File: src/rtl/collision_engine.sv
// collision_engine
//   Multi-slot bounding-box collision unit. A table of NUM_SLOTS boxes is
//   scanned against one query box, either stopping at the first hit (ANY)
//   or covering every slot (MASK). stall_req holds the issuing instruction
//   in EX while the scan runs.
//
// Ports
//   clk, rst_n      clock (rising edge), asynchronous active-low reset
//   wr_en/wr_slot/wr_box/wr_valid  slot table write (wr_valid=0 retires)
//   clear_all       invalidate every slot (wins over wr_en)
//   start/mode/query_box  begin a query (mode 0=ANY, 1=MASK), idle only
//   busy, stall_req scan in progress
//   done            one-cycle result-ready pulse
//   hit/hit_index/hit_mask  result, held until the next accepted start
module collision_engine #(
    parameter  int COORD_WIDTH = 8,
    parameter  int NUM_SLOTS   = 8,
    localparam int SLOT_W      = $clog2(NUM_SLOTS)
) (
    input  logic                     clk,
    input  logic                     rst_n,
    input  logic                     wr_en,
    input  logic [SLOT_W-1:0]        wr_slot,
    input  logic [4*COORD_WIDTH-1:0] wr_box,
    input  logic                     wr_valid,
    input  logic                     clear_all,
    input  logic                     start,
    input  logic                     mode,
    input  logic [4*COORD_WIDTH-1:0] query_box,
    output logic                     busy,
    output logic                     stall_req,
    output logic                     done,
    output logic                     hit,
    output logic [SLOT_W-1:0]        hit_index,
    output logic [NUM_SLOTS-1:0]     hit_mask
);

    localparam int                BOX_W = 4 * COORD_WIDTH;
    localparam logic [SLOT_W-1:0] LAST  = SLOT_W'(NUM_SLOTS - 1);

    typedef enum logic [1:0] {IDLE, SCAN, DONE} state_t;

    state_t state, state_next;

    logic [BOX_W-1:0]     slot_box [NUM_SLOTS];
    logic [NUM_SLOTS-1:0] slot_valid;

    logic [BOX_W-1:0]  q_box;
    logic              q_mode;

    // Read stage: slot rd_idx is sampled from the table at the edge closing
    // its evaluation cycle, so a same-cycle write to it is not seen.
    logic [SLOT_W-1:0] rd_idx;
    logic              rd_done;

    // Compare stage: the sampled slot is tested one cycle later.
    logic              p_valid;
    logic              p_ok;
    logic [BOX_W-1:0]  p_box;
    logic [SLOT_W-1:0] p_idx;

    logic cmp_hit;
    logic scan_end;

    // Fields are widened by one bit so x+w cannot wrap. Zero-area boxes are
    // excluded explicitly: the strict inequalities alone would let a
    // zero-width box lying inside another one register a hit.
    function automatic logic boxes_overlap(input logic [BOX_W-1:0] a,
                                           input logic [BOX_W-1:0] b);
        logic [COORD_WIDTH:0] ax, ay, aw, ah, bx, by, bw, bh;
        ax = {1'b0, a[BOX_W-1       -: COORD_WIDTH]};
        ay = {1'b0, a[3*COORD_WIDTH-1 -: COORD_WIDTH]};
        aw = {1'b0, a[2*COORD_WIDTH-1 -: COORD_WIDTH]};
        ah = {1'b0, a[COORD_WIDTH-1   -: COORD_WIDTH]};
        bx = {1'b0, b[BOX_W-1       -: COORD_WIDTH]};
        by = {1'b0, b[3*COORD_WIDTH-1 -: COORD_WIDTH]};
        bw = {1'b0, b[2*COORD_WIDTH-1 -: COORD_WIDTH]};
        bh = {1'b0, b[COORD_WIDTH-1   -: COORD_WIDTH]};
        if (aw == '0 || ah == '0 || bw == '0 || bh == '0)
            return 1'b0;
        return (ax < bx + bw) && (bx < ax + aw) &&
               (ay < by + bh) && (by < ay + ah);
    endfunction

    assign busy      = (state == SCAN);
    assign stall_req = busy;
    assign done      = (state == DONE);

    always_ff @(posedge clk or negedge rst_n) begin
        if (!rst_n)
            state <= IDLE;
        else
            state <= state_next;
    end

    always_comb begin
        cmp_hit    = p_valid && p_ok && boxes_overlap(q_box, p_box);
        scan_end   = p_valid && ((!q_mode && cmp_hit) || (p_idx == LAST));
        state_next = state;
        case (state)
            IDLE:    if (start)    state_next = SCAN;
            SCAN:    if (scan_end) state_next = DONE;
            DONE:    state_next = IDLE;
            default: state_next = IDLE;
        endcase
    end

    // Slot table: writable in every state; clear_all takes priority.
    always_ff @(posedge clk or negedge rst_n) begin
        if (!rst_n) begin
            slot_valid <= '0;
            for (int unsigned s = 0; s < NUM_SLOTS; s++)
                slot_box[s] <= '0;
        end else if (clear_all) begin
            slot_valid <= '0;
        end else if (wr_en) begin
            slot_box[wr_slot]   <= wr_box;
            slot_valid[wr_slot] <= wr_valid;
        end
    end

    always_ff @(posedge clk or negedge rst_n) begin
        if (!rst_n) begin
            q_box     <= '0;
            q_mode    <= 1'b0;
            rd_idx    <= '0;
            rd_done   <= 1'b0;
            p_valid   <= 1'b0;
            p_ok      <= 1'b0;
            p_box     <= '0;
            p_idx     <= '0;
            hit       <= 1'b0;
            hit_index <= '0;
            hit_mask  <= '0;
        end else begin
            case (state)
                IDLE: begin
                    if (start) begin
                        q_box     <= query_box;
                        q_mode    <= mode;
                        rd_idx    <= '0;
                        rd_done   <= 1'b0;
                        p_valid   <= 1'b0;
                        hit       <= 1'b0;
                        hit_index <= '0;
                        hit_mask  <= '0;
                    end
                end
                SCAN: begin
                    if (!rd_done) begin
                        p_valid <= 1'b1;
                        p_ok    <= slot_valid[rd_idx];
                        p_box   <= slot_box[rd_idx];
                        p_idx   <= rd_idx;
                        if (rd_idx == LAST)
                            rd_done <= 1'b1;
                        else
                            rd_idx <= rd_idx + 1'b1;
                    end else begin
                        p_valid <= 1'b0;
                    end
                    if (cmp_hit) begin
                        hit_mask[p_idx] <= 1'b1;
                        if (!hit) begin
                            hit       <= 1'b1;
                            hit_index <= p_idx;
                        end
                    end
                end
                default: ;
            endcase
        end
    end

endmodule
File: config.mk
export PLATFORM = sky130hd
export DESIGN_NAME = collision_engine
export DESIGN_NICKNAME = d
export VERILOG_FILES = /design/src/rtl/collision_engine.sv
export SDC_FILE = /design/constraint.sdc
export NUM_CORES = 1
export LEC_CHECK = 0
export BUFFER_PORTS_ARGS = -buffer_cell sky130_fd_sc_hd__buf_2
export CAP_MARGIN = 15
export CORE_MARGIN = 5
export CORE_UTILIZATION = 35
export DETAILED_ROUTE_END_ITERATION = 16
export SYNTH_ARGS = -nofsm -noshare
export SYNTH_HDL_FRONTEND = slang
export SYNTH_SLANG_ARGS = --single-unit
export TNS_END_PERCENT = 1
File: constraint.sdc
create_clock -name clk -period 10.1 [get_ports clk]
set_input_delay 2.02 -clock clk [delete_from_list [all_inputs] [get_ports clk]]
set_output_delay 2.02 -clock clk [all_outputs]
set_load 0.03 [all_outputs]
==> results.md <==
- Hold_ws: 0.490 ns
- TNS Setup: 0 ns
- Footprint of the multi-input gates: between 0.007 and 0.008 mm^2
- Drt pass-1 iters: 4
- Setup repair bufs after CTS: 0
- Die Span X: 230 um
- GR peak layer: met2
- Die Y-Extent: between 200 and 250 um
- CTS Sinks: 352
- WS Path Type: reg -> reg
- Met2 Resource Use GR: 22.7%
- Logic gate share of total power: 37.9%
- Rows: 80
- Grt met1 use: ~22%
- Sw Share: 34.8%
- Synthesized flop and latch total: 352
- Die area: 0.0528 mm^2
- Mapped cell area: around 0.017 mm^2
- Setup violations, final: 0
- Max Fclk: 0.250 GHz
- Critical path required time: 10.54 ns
- Residual DRC: 0
- Vias in the first global route: 10.9k
- Initial antenna violation count: 7
- CTS max path bufs: 3
- # nets final: 1,505
- R2R Setup Slk: 6.10 ns
- PD cells: about 290 mW/mm^2
- CTS root buf: clkbuf_16
- Core region area: 0.0477 mm^2
- DP HPWL: between 20 and 25 mm
- GR Layer Usage met3: between 3 and 4%
- GRT overflow: 0
- # fillers: ~4.5k
- Total Wirelength: between 30 and 40 mm
- Worst path arrival time: 4.45 ns
- Post-synthesis sequential area ratio: between 50% and 60%
- Post-CTS Hold Buffers: 0
- Layout cells sized above 1: 36.1%
- Yosys top cell area share: 52.1%
- Top_reg_cell synth: dfrtp_1
- Buffers & Inverters on Critical Path: 0
- Vias: 10.4k
- Final Hold Vio Count: 0
- CTS tree: built
- Clock share of power: between 20 and 25%
- P_sw: 1.98 mW
- Worst slew margin: 24.6%
- Max-slew violation count: 0
- H-tree Lvls: 2
- Top cells by area, synth: dfrtp_1, mux2_2, mux4_2
- DRT iter0 DRCs: 607
- Sequential cell area: 0.00881 mm^2
- VDD IR-drop max: 0.155 mV
- Max Cap Violations: 0
- First-pass GRT wire length: approximately 63 mm
- Largest net degree at the start of global routing: about 140
- Status: finished, final reports clean
- Via/cell ratio: 5.17
- Clk Latency, worst-skew pair: roughly 0.54 ns
- Cell count after synthesis: approximately 1.3k
- CP endpoint kind: register
- Wire length per cell: 19.4 um
- Worst Hold Class: reg -> reg
- Critical Path Start Type: register
- Clk slew on worst S/H paths: roughly 0.060 ns
- Most common cell on crit path: ha_1
- FFs w/ async S/R, synth: 100%
- Part of the power in registers: a little under two fifths
- Critical path's top delay family: compound AO/OA/AOI/OAI gates
- Worst Max-Slew Pin Slew: between 1 and 1.5 ns
- Tcrit/Tclk final: 39.6%
- Total Routing Usage GR: ~15%
- Cts bufs inserted: 38
- CP Cell Sequence: ha_1 > fa_1 > a211oi_1 > o21bai_1 > a21oi_1 > xor2_1 > ha_1 > and3_2 > a221o_1 > o221a_1 > nor4_4 > nand4_1 > o31ai_1
- Crit path time final: 4.00 ns
- Distinct cell type count after synthesis: between 40 and 50
- Crit-path max FO: 8
- Leading area contributor after synthesis: dfrtp_1
- Worst path max stage delay: 0.51 ns
- Leak: 8.62 nW
- Area growth syn-to-layout: 14.1%
- Yosys synthesis warning count: 0
- Most frequent cells in the layout: dfrtp_1, mux2_2, nand2_1, buf_2, mux4_2
- PortBufs: a little under 90
- Critical Path Slowest Stage Cell: nor4_4
- Placer Congestion: a little under 0.8
- RSZ-0062 raised after global routing: no
- Commonest non-fill, non-tap cell in the layout: dfrtp_1
- Antenna Nets Post-Route: 0
- Internal: 3.70 mW
- Synthesized Nets: about 1.4k
- Post-synth EDFFs: 0
- Mean post-synth cell area: about 13 um^2
- Max Clock Skew: 0.0164 ns
- CTS resizes: 0
- Starting Density: between 30% and 40%
- IO Pins: 89
[layout make-up]
type / count / share of cell area, %
multi-input combinational: 851 / 40.4
inverter: 17 / 0.331
antenna: 4 / 0.0519
clock buffer: 58 / 5.79
sequential: 352 / 45.7
tap: 615 / 3.99
clock inverter: 9 / 0.630
timing repair buffer: 105 / 3.06
[worst reg2reg max path, stage by stage, from the launching register on]
cell and delay (ns):
dfrtp_1 0.40, ha_1 0.23, fa_1 0.42, a211oi_1 0.24, o21bai_1 0.11, a21oi_1 0.22, xor2_1 0.19, ha_1 0.26
and3_2 0.22, a221o_1 0.32, o221a_1 0.27, nor4_4 0.51, nand4_1 0.26, o31ai_1 0.24
[registers in the layout (all words and copies together), names as in the netlist]
| name | cells |
|---|---|
| hit_mask | 8 |
| slot_box | 256 |
| p_ok | 1 |
| p_box | 32 |
| rd_done | 1 |
| hit | 1 |
| q_mode | 1 |
| p_idx | 3 |
| slot_valid | 8 |
| state | 2 |
| rd_idx | 3 |
| hit_index | 3 |
| p_valid | 1 |
| q_box | 32 |
[power by group through the flow]
stage          logic (mW)  registers (mW)  clock network, mW
2_1_floorplan        1.70            2.04                  0
3_3_place_gp         2.11            2.16                  0
3_5_place_dp         2.17            2.17                  0
4_1_cts              2.18            2.15               1.42
5_1_grt              2.43            2.20               1.49
6_report             2.15            2.14               1.38
[cells in the mapped netlist (3+ instances only)]
cell type  count
dfrtp_1      352
mux2_2       256
nand2_1      178
mux4_2        66
ha_1          62
o21ai_0       62
clkbuf_1      43
a21oi_1       36
mux2i_1       35
nor2_1        29
inv_1         17
buf_1         16
xnor2_1       12
nand2b_1      10
nand3_1        9
xor2_1         9
buf_2          8
nand4_1        8
nor4_1         8
a211oi_1       7
nor2b_1        7
a21o_1         6
o21bai_1       6
o211ai_1       5
fa_1           4
o31ai_1        4
or2_2          4
a21o_2         3
[cells by family (layout without fill, tap and decap cells)]
kind of cell | after synthesis | in the layout | synth area share, %
AOI/OAI and AO/OA | 143 | 143 | 5.01
DFF | 352 | 352 | 52.1
other | 0 | 4 | 0
buffers and inverters | 85 | 189 | 1.97
and+or+nand+nor | 262 | 262 | 6.69
muxes | 359 | 359 | 28.1
xor gates and xnor gates | 21 | 21 | 1.09
adders and majority gates | 66 | 66 | 5.06
[metal layers]
layer	wire [um]	up-vias
li1	-	4827
met3	2090	56
met1	18800	5321
met2	17400	196
met5	21	-
met4	722	4
[metrics by stage]
stage | worst slack (ns) | instances | power [mW] | instance area (um^2) | utilization, %
floorplan | 6.55 | 1288 | 3.73 | 16900 | -
global placement | 5.97 | 1940 | 4.27 | 18000 | 37.8
detailed placement | 5.94 | 1940 | 4.34 | 18000 | 37.8
CTS | 6.07 | 2007 | 5.76 | 19300 | 40.4
global route | 5.79 | 2008 | 6.12 | 19300 | 40.4
finish | 6.10 | 2011 | 5.68 | 19300 | 40.4
[path summary, 6_finish.rpt]
path / start / to / cells past startpoint
worst min-delay path: hit_mask[6] / hit_mask[6] / 2
worst max register to register: q_box[0] / hit_mask[4] / 13
min in group asynchronous: rst_n / slot_box[54] / 1
worst max-delay path: q_box[0] / hit_mask[4] / 13
max in group asynchronous: rst_n / slot_box[17] / 2
worst min register to register: hit_mask[6] / hit_mask[6] / 2
(Power assumes the default switching activity.)
